<file path="src/rtl/dest_hazard_unit_pkg.sv">
// Shared types and constants for the destination-tracking hazard unit:
// forwarding select encoding and the per-stage shadow record.
package dest_hazard_unit_pkg;

    localparam int REG_BITS = 5;

    typedef enum logic [1:0] {
        FWD_RF  = 2'b00,
        FWD_WB  = 2'b01,
        FWD_MEM = 2'b10
    } fwd_sel_e;

    typedef struct packed {
        logic [REG_BITS-1:0] dest;
        logic                regwrite;
        logic                memread;
    } stage_t;

endpackage

</file>
<file path="src/rtl/dest_hazard_unit_if.sv">
// Signal bundle between the pipeline latches and the hazard unit.
// master = pipeline side (drives EX/ID fields), slave = hazard unit.
interface dest_hazard_unit_if #(
    parameter int REG_BITS = dest_hazard_unit_pkg::REG_BITS
);
    logic [REG_BITS-1:0] ex_dest;
    logic                ex_regwrite;
    logic                ex_memread;
    logic [REG_BITS-1:0] id_rs;
    logic [REG_BITS-1:0] id_rt;
    logic [REG_BITS-1:0] ex_rs;
    logic [REG_BITS-1:0] ex_rt;
    logic [1:0]          fwd_a;
    logic [1:0]          fwd_b;
    logic                stall;
    logic [REG_BITS-1:0] mem_dest;
    logic [REG_BITS-1:0] wb_dest;
    logic                mem_regwrite;
    logic                wb_regwrite;

    modport master (
        output ex_dest, ex_regwrite, ex_memread, id_rs, id_rt, ex_rs, ex_rt,
        input  fwd_a, fwd_b, stall, mem_dest, wb_dest, mem_regwrite, wb_regwrite
    );

    modport slave (
        input  ex_dest, ex_regwrite, ex_memread, id_rs, id_rt, ex_rs, ex_rt,
        output fwd_a, fwd_b, stall, mem_dest, wb_dest, mem_regwrite, wb_regwrite
    );
endinterface

</file>
<file path="src/rtl/dest_hazard_unit_dest_stage_reg.sv">
// One shadow pipeline stage: registers {dest, regwrite, memread}.
// kill turns the captured instruction into a bubble (no write, no load).
module dest_stage_reg
    import dest_hazard_unit_pkg::*;
(
    input  logic   clk,
    input  logic   rst,
    input  logic   kill,
    input  stage_t d,
    output stage_t q
);

    // NOTE: sequential state uses non-blocking assignments so every stage
    // samples its neighbour's pre-edge value, giving true shift behaviour.
    always_ff @(posedge clk) begin
        if (rst) begin
            q <= '0;
        end else begin
            q.dest     <= d.dest;
            q.regwrite <= d.regwrite & ~kill;
            q.memread  <= d.memread & ~kill;
        end
    end

endmodule

</file>
<file path="src/rtl/dest_hazard_unit.sv">
// Tracks EX destinations through MEM/WB shadow stages and derives ALU
// forwarding selects plus a one-cycle load-use stall.
module dest_hazard_unit
    import dest_hazard_unit_pkg::*;
(
    input  logic              clk,
    input  logic              rst,
    dest_hazard_unit_if.slave hz
);

    logic     bubble_q;
    logic     stall_c;
    fwd_sel_e fwd_a_c;
    fwd_sel_e fwd_b_c;
    stage_t   ex_s;
    stage_t   mem_s;
    stage_t   wb_s;

    assign ex_s = '{dest: hz.ex_dest, regwrite: hz.ex_regwrite, memread: hz.ex_memread};

    // The cycle after a stall, the ID/EX contents are a bubble whatever the
    // latch shows, so the EX->MEM capture is killed.
    dest_stage_reg u_ex_mem (
        .clk  (clk),
        .rst  (rst),
        .kill (bubble_q),
        .d    (ex_s),
        .q    (mem_s)
    );

    dest_stage_reg u_mem_wb (
        .clk  (clk),
        .rst  (rst),
        .kill (1'b0),
        .d    (mem_s),
        .q    (wb_s)
    );

    // NOTE: every always_comb output gets a default first so no path can
    // leave it unassigned and infer a latch.
    always_comb begin
        fwd_a_c = FWD_RF;
        fwd_b_c = FWD_RF;
        stall_c = 1'b0;

        if (mem_s.regwrite && mem_s.dest != '0 && mem_s.dest == hz.ex_rs)
            fwd_a_c = FWD_MEM;
        else if (wb_s.regwrite && wb_s.dest != '0 && wb_s.dest == hz.ex_rs)
            fwd_a_c = FWD_WB;

        if (mem_s.regwrite && mem_s.dest != '0 && mem_s.dest == hz.ex_rt)
            fwd_b_c = FWD_MEM;
        else if (wb_s.regwrite && wb_s.dest != '0 && wb_s.dest == hz.ex_rt)
            fwd_b_c = FWD_WB;

        if (hz.ex_memread && !bubble_q && hz.ex_dest != '0 &&
            (hz.ex_dest == hz.id_rs || hz.ex_dest == hz.id_rt))
            stall_c = 1'b1;
    end

    always_ff @(posedge clk) begin
        if (rst) bubble_q <= 1'b0;
        else     bubble_q <= stall_c;
    end

    assign hz.fwd_a        = fwd_a_c;
    assign hz.fwd_b        = fwd_b_c;
    assign hz.stall        = stall_c;
    assign hz.mem_dest     = mem_s.dest;
    assign hz.wb_dest      = wb_s.dest;
    assign hz.mem_regwrite = mem_s.regwrite;
    assign hz.wb_regwrite  = wb_s.regwrite;

endmodule

</file>
<file path="src/flat_wrapper.sv">
// flat-port wrapper written by rule: the top's interface ports become plain ports
module dest_hazard_unit_flat import dest_hazard_unit_pkg::*;
  (clk, rst, hz_ex_dest, hz_ex_regwrite, hz_ex_memread, hz_id_rs, hz_id_rt, hz_ex_rs, hz_ex_rt, hz_fwd_a, hz_fwd_b, hz_stall, hz_mem_dest, hz_wb_dest, hz_mem_regwrite, hz_wb_regwrite);
  dest_hazard_unit_if hz_i ();
  input  logic clk;
  input  logic rst;
  input wire logic [$bits(hz_i.ex_dest)-1:0] hz_ex_dest;
  input wire logic [$bits(hz_i.ex_regwrite)-1:0] hz_ex_regwrite;
  input wire logic [$bits(hz_i.ex_memread)-1:0] hz_ex_memread;
  input wire logic [$bits(hz_i.id_rs)-1:0] hz_id_rs;
  input wire logic [$bits(hz_i.id_rt)-1:0] hz_id_rt;
  input wire logic [$bits(hz_i.ex_rs)-1:0] hz_ex_rs;
  input wire logic [$bits(hz_i.ex_rt)-1:0] hz_ex_rt;
  output wire logic [$bits(hz_i.fwd_a)-1:0] hz_fwd_a;
  output wire logic [$bits(hz_i.fwd_b)-1:0] hz_fwd_b;
  output wire logic [$bits(hz_i.stall)-1:0] hz_stall;
  output wire logic [$bits(hz_i.mem_dest)-1:0] hz_mem_dest;
  output wire logic [$bits(hz_i.wb_dest)-1:0] hz_wb_dest;
  output wire logic [$bits(hz_i.mem_regwrite)-1:0] hz_mem_regwrite;
  output wire logic [$bits(hz_i.wb_regwrite)-1:0] hz_wb_regwrite;
  assign hz_i.ex_dest = hz_ex_dest;
  assign hz_i.ex_regwrite = hz_ex_regwrite;
  assign hz_i.ex_memread = hz_ex_memread;
  assign hz_i.id_rs = hz_id_rs;
  assign hz_i.id_rt = hz_id_rt;
  assign hz_i.ex_rs = hz_ex_rs;
  assign hz_i.ex_rt = hz_ex_rt;
  assign hz_fwd_a = hz_i.fwd_a;
  assign hz_fwd_b = hz_i.fwd_b;
  assign hz_stall = hz_i.stall;
  assign hz_mem_dest = hz_i.mem_dest;
  assign hz_wb_dest = hz_i.wb_dest;
  assign hz_mem_regwrite = hz_i.mem_regwrite;
  assign hz_wb_regwrite = hz_i.wb_regwrite;
  dest_hazard_unit u_core (.clk(clk), .rst(rst), .hz(hz_i));
endmodule
</file>
<file path="config.mk">
export PLATFORM = sky130hd
export DESIGN_NAME = dest_hazard_unit_flat
export DESIGN_NICKNAME = d
export VERILOG_FILES = /design/src/rtl/dest_hazard_unit_pkg.sv /design/src/rtl/dest_hazard_unit_if.sv /design/src/rtl/dest_hazard_unit_dest_stage_reg.sv /design/src/rtl/dest_hazard_unit.sv /design/src/flat_wrapper.sv
export SDC_FILE = /design/constraint.sdc
export NUM_CORES = 1
export LEC_CHECK = 0
export CAP_MARGIN = 30
export CORE_ASPECT_RATIO = 1.25
export CORE_UTILIZATION = 33
export CTS_CLUSTER_DIAMETER = 120
export DETAILED_ROUTE_END_ITERATION = 10
export PLACE_DENSITY = 0.78
export SYNTH_ARGS = -nofsm -noshare
export SYNTH_HDL_FRONTEND = slang
export SYNTH_HIERARCHICAL = 1
export SYNTH_SLANG_ARGS = --single-unit
</file>
<file path="constraint.sdc">
create_clock -name clk -period 1.6 [get_ports clk]
set_input_delay 0.4 -clock clk [delete_from_list [all_inputs] [get_ports clk]]
set_output_delay 0.4 -clock clk [all_outputs]
set_load 0.1 [all_outputs]
</file>
==> tab_implementation.tex <==
\begin{tabular}{lr}
\hline
Metric & Value \\
\hline
\multicolumn{2}{l}{\textbf{Finish}} \\
\quad FF+latch area & between 300 and 400 um\^{}2 \\
\quad Total number of nets in the final design & 190 \\
\quad Number of filler cells placed in the layout & slightly above 60 \\
\quad Multi-input combinational cell area & 663 um\^{}2 \\
\quad Post-synthesis to final-layout area growth & 155\% \\
\quad Number of cells in the finished layout apart from fillers & 190 \\
\quad Antenna cells & 0 \\
\quad Share of post-route cells with drive strength above 1 & 0.588 \\
\multicolumn{2}{l}{\textbf{Outcome}} \\
\quad Outcome & finished, violations left \\
\quad Violations in the final reports & negative setup slack \\
\multicolumn{2}{l}{\textbf{Pwr}} \\
\quad Total power density per cell area & 540 nW/um\^{}2 \\
\quad Static leakage power & 0.829 nW \\
\quad Worst IR drop on VDD & 526 uV \\
\multicolumn{2}{l}{\textbf{GRT}} \\
\quad Via count of the first global-routing pass & 1015 \\
\quad First-pass GRT wire length & roughly 4500 um \\
\quad Combined global-route utilization of all metal layers & 0.242 \\
\quad Remaining Overflow, GRT & 0 \\
\quad Pin count of the biggest net entering global routing & 10 \\
\quad Number of antenna violations at the first check in global routing & 0 \\
\multicolumn{2}{l}{\textbf{Worst setup path}} \\
\quad Critical path capture point type & primary output \\
\quad WP data required & roughly 1200 ps \\
\quad Crit Path Max Fanout & 3 \\
\quad Kind of start point of the critical path & flop \\
\quad Setup Crit Path Kind & flop to primary output \\
\quad Arrival time at the worst endpoint & 1980 ps \\
\multicolumn{2}{l}{\textbf{STA}} \\
\quad Period Utilization, post-route & 1.49 \\
\quad Clock period minus worst slack & 2380 ps \\
\quad Final hold violations & 0 \\
\quad Post-route worst setup slack & -783 ps \\
\quad Worst Skew & 1.86 ps \\
\quad RSZ-0062 raised after global routing & true \\
\quad Highest clock frequency the design can meet & 0.420 GHz \\
\quad Setup violations, final & 5 \\
\quad Count of final max-slew check failures & 0 \\
\multicolumn{2}{l}{\textbf{Synthesis}} \\
\quad Net Count, Synth & between 100 and 150 \\
\quad Syn. warnings & 6 \\
\quad Number of instances in the synthesized netlist & 78 \\
\quad Mean area per synthesized cell & 9.61 um\^{}2 \\
\quad Post-Syn Area & around 750 um\^{}2 \\
\multicolumn{2}{l}{\textbf{Die}} \\
\quad Core Rows & 18 \\
\quad Starting Density & 0.366 \\
\quad Total Die Area & 2470 um\^{}2 \\
\quad Die width & 44.6 um \\
\quad Die outline height & 55.3 um \\
\quad I/O Pins & 46 \\
\quad Core region area & 2050 um\^{}2 \\
\multicolumn{2}{l}{\textbf{Placed design}} \\
\quad Quantity of I/O buffers inserted on ports & 45 \\
\quad Cells after DPL & between 150 and 200 \\
\quad Final HPWL from detailed placement & 1980 um \\
\quad Global placer's final weighted congestion & 0.862 \\
\quad Pre-CTS setup slack & -923 ps \\
\multicolumn{2}{l}{\textbf{Drt}} \\
\quad Vias & 943 \\
\quad Initial DRC Count & 16 \\
\quad DRT Pass-1 Iters & 4 \\
\quad DRC errors left & 0 \\
\quad DR vias/cell & 4.96 \\
\quad Count of nets left with antenna violations after detail routing & 0 \\
\quad Detail-routed net length per standard cell & just under 20 um \\
\quad Sum of routed wire length over all layers & 3740 um \\
\multicolumn{2}{l}{\textbf{Clock tree}} \\
\quad Total clock buffers created by CTS & 3 \\
\quad Max Root-Sink Buffers & 2 \\
\quad CTS Hold Bufs & 0 \\
\quad Clock root buffer master & sky130\_fd\_sc\_hd\_\_clkbuf\_4 \\
\quad Worst-skew pair later-pin latency & around 260 ps \\
\quad Clock tree from TritonCTS & done \\
\quad Clock edge transition at the registers on the reported setup and hold paths & 70 ps \\
\quad Total clock sinks & 13 \\
\quad H-tree depth & 1 \\
\multicolumn{2}{l}{\textbf{Min path}} \\
\quad Worst Hold Class & primary input to flop \\
\multicolumn{2}{l}{\textbf{Flow run}} \\
\quad Maximum Capacitance Violations & 0 \\
\hline
\end{tabular}
## power by group
| group | leakage, nW | internal [mW] | total (mW) | switching [mW] |
|---|---|---|---|---|
| Sequential | 0.115 | 0.329 | 0.344 | 0.0153 |
| Clock | 0.0150 | 0.0962 | 0.191 | 0.0947 |
| Combinational | 0.699 | 0.226 | 0.498 | 0.272 |
## through the flow
| step | util | cell area, um^2 | hold WS [ps] | TNS [ps] | power (mW) |
|---|---|---|---|---|---|
| floorplan | - | 866 | 379 | -4620 | 0.560 |
| global placement | 0.846 | 1730 | 395 | -4280 | 0.777 |
| detailed placement | 0.846 | 1730 | 392 | -4450 | 0.786 |
| CTS | 0.899 | 1840 | 383 | -3150 | 0.995 |
| global route | 0.932 | 1910 | 400 | -3370 | 1.08 |
| finish | 0.932 | 1910 | 409 | -3170 | 1.03 |
## flip-flops by register name, summed over array words and instances, names as in the netlist
name,count
u_core/bubble_q,1
u_core/u_mem_wb/q,6
u_core/u_ex_mem/q,6
## cell usage in the layout, fill, tap and decap left out, drive strengths merged
cell type       n
nor3            3
xor2           24
nor2b          10
a22oi           1
or4             5
xnor2           6
clkbuf          4
dlygate4sd2     6
clkdlybuf4s15   7
dlymetal6s2s    2
nand2b          1
nor2            3
dfxtp          13
nor4            5
buf            58
conb            1
nand3           2
nor3b           2
clkdlybuf4s50   5
o21ai           2
## per-layer routing
layer  global-route usage  vias to the layer above  share of wire
li1                     -                      428              -
met1                0.248                      435           0.34
met2                0.479                       64           0.54
met3               0.0261                       16          0.075
met4               0.0693                        0          0.037
met5                    0                        -              0
## area by class of cell
cell class                      instances  area share
Sequential cell                        13       0.158
Timing Repair Buffer                   78       0.461
Clock buffer                            4      0.0138
Multi-Input combinational cell         65       0.347
Tap cell                               30      0.0196
## worst max-delay path: stages, from the launching register on
cell and delay, ps:
sky130_fd_sc_hd__dfxtp_4 360, sky130_fd_sc_hd__buf_4 130, sky130_fd_sc_hd__xor2_1 150, sky130_fd_sc_hd__or4_4 510
sky130_fd_sc_hd__nor4_4 350, sky130_fd_sc_hd__buf_12 220
## final timing paths
kind	startpoint	endpoint	slack, ps	cells past startpoint
setup / recovery	u_core/u_mem_wb/q[3]	hz_fwd_b[0]	-780	5
hold / removal	hz_ex_dest[4]	u_core/u_ex_mem/q[6]	410	2
setup reg to reg	u_core/bubble_q	u_core/bubble_q	670	3
hold reg to reg	u_core/bubble_q	u_core/u_ex_mem/q[1]	430	1
## what timing repair did
item,CTS,global route
pin swaps,19,14
gates resized for setup,72,10
endpoints found under the setup margin,6,5
setup buffers,2,4
(Power assumes the default switching activity.)
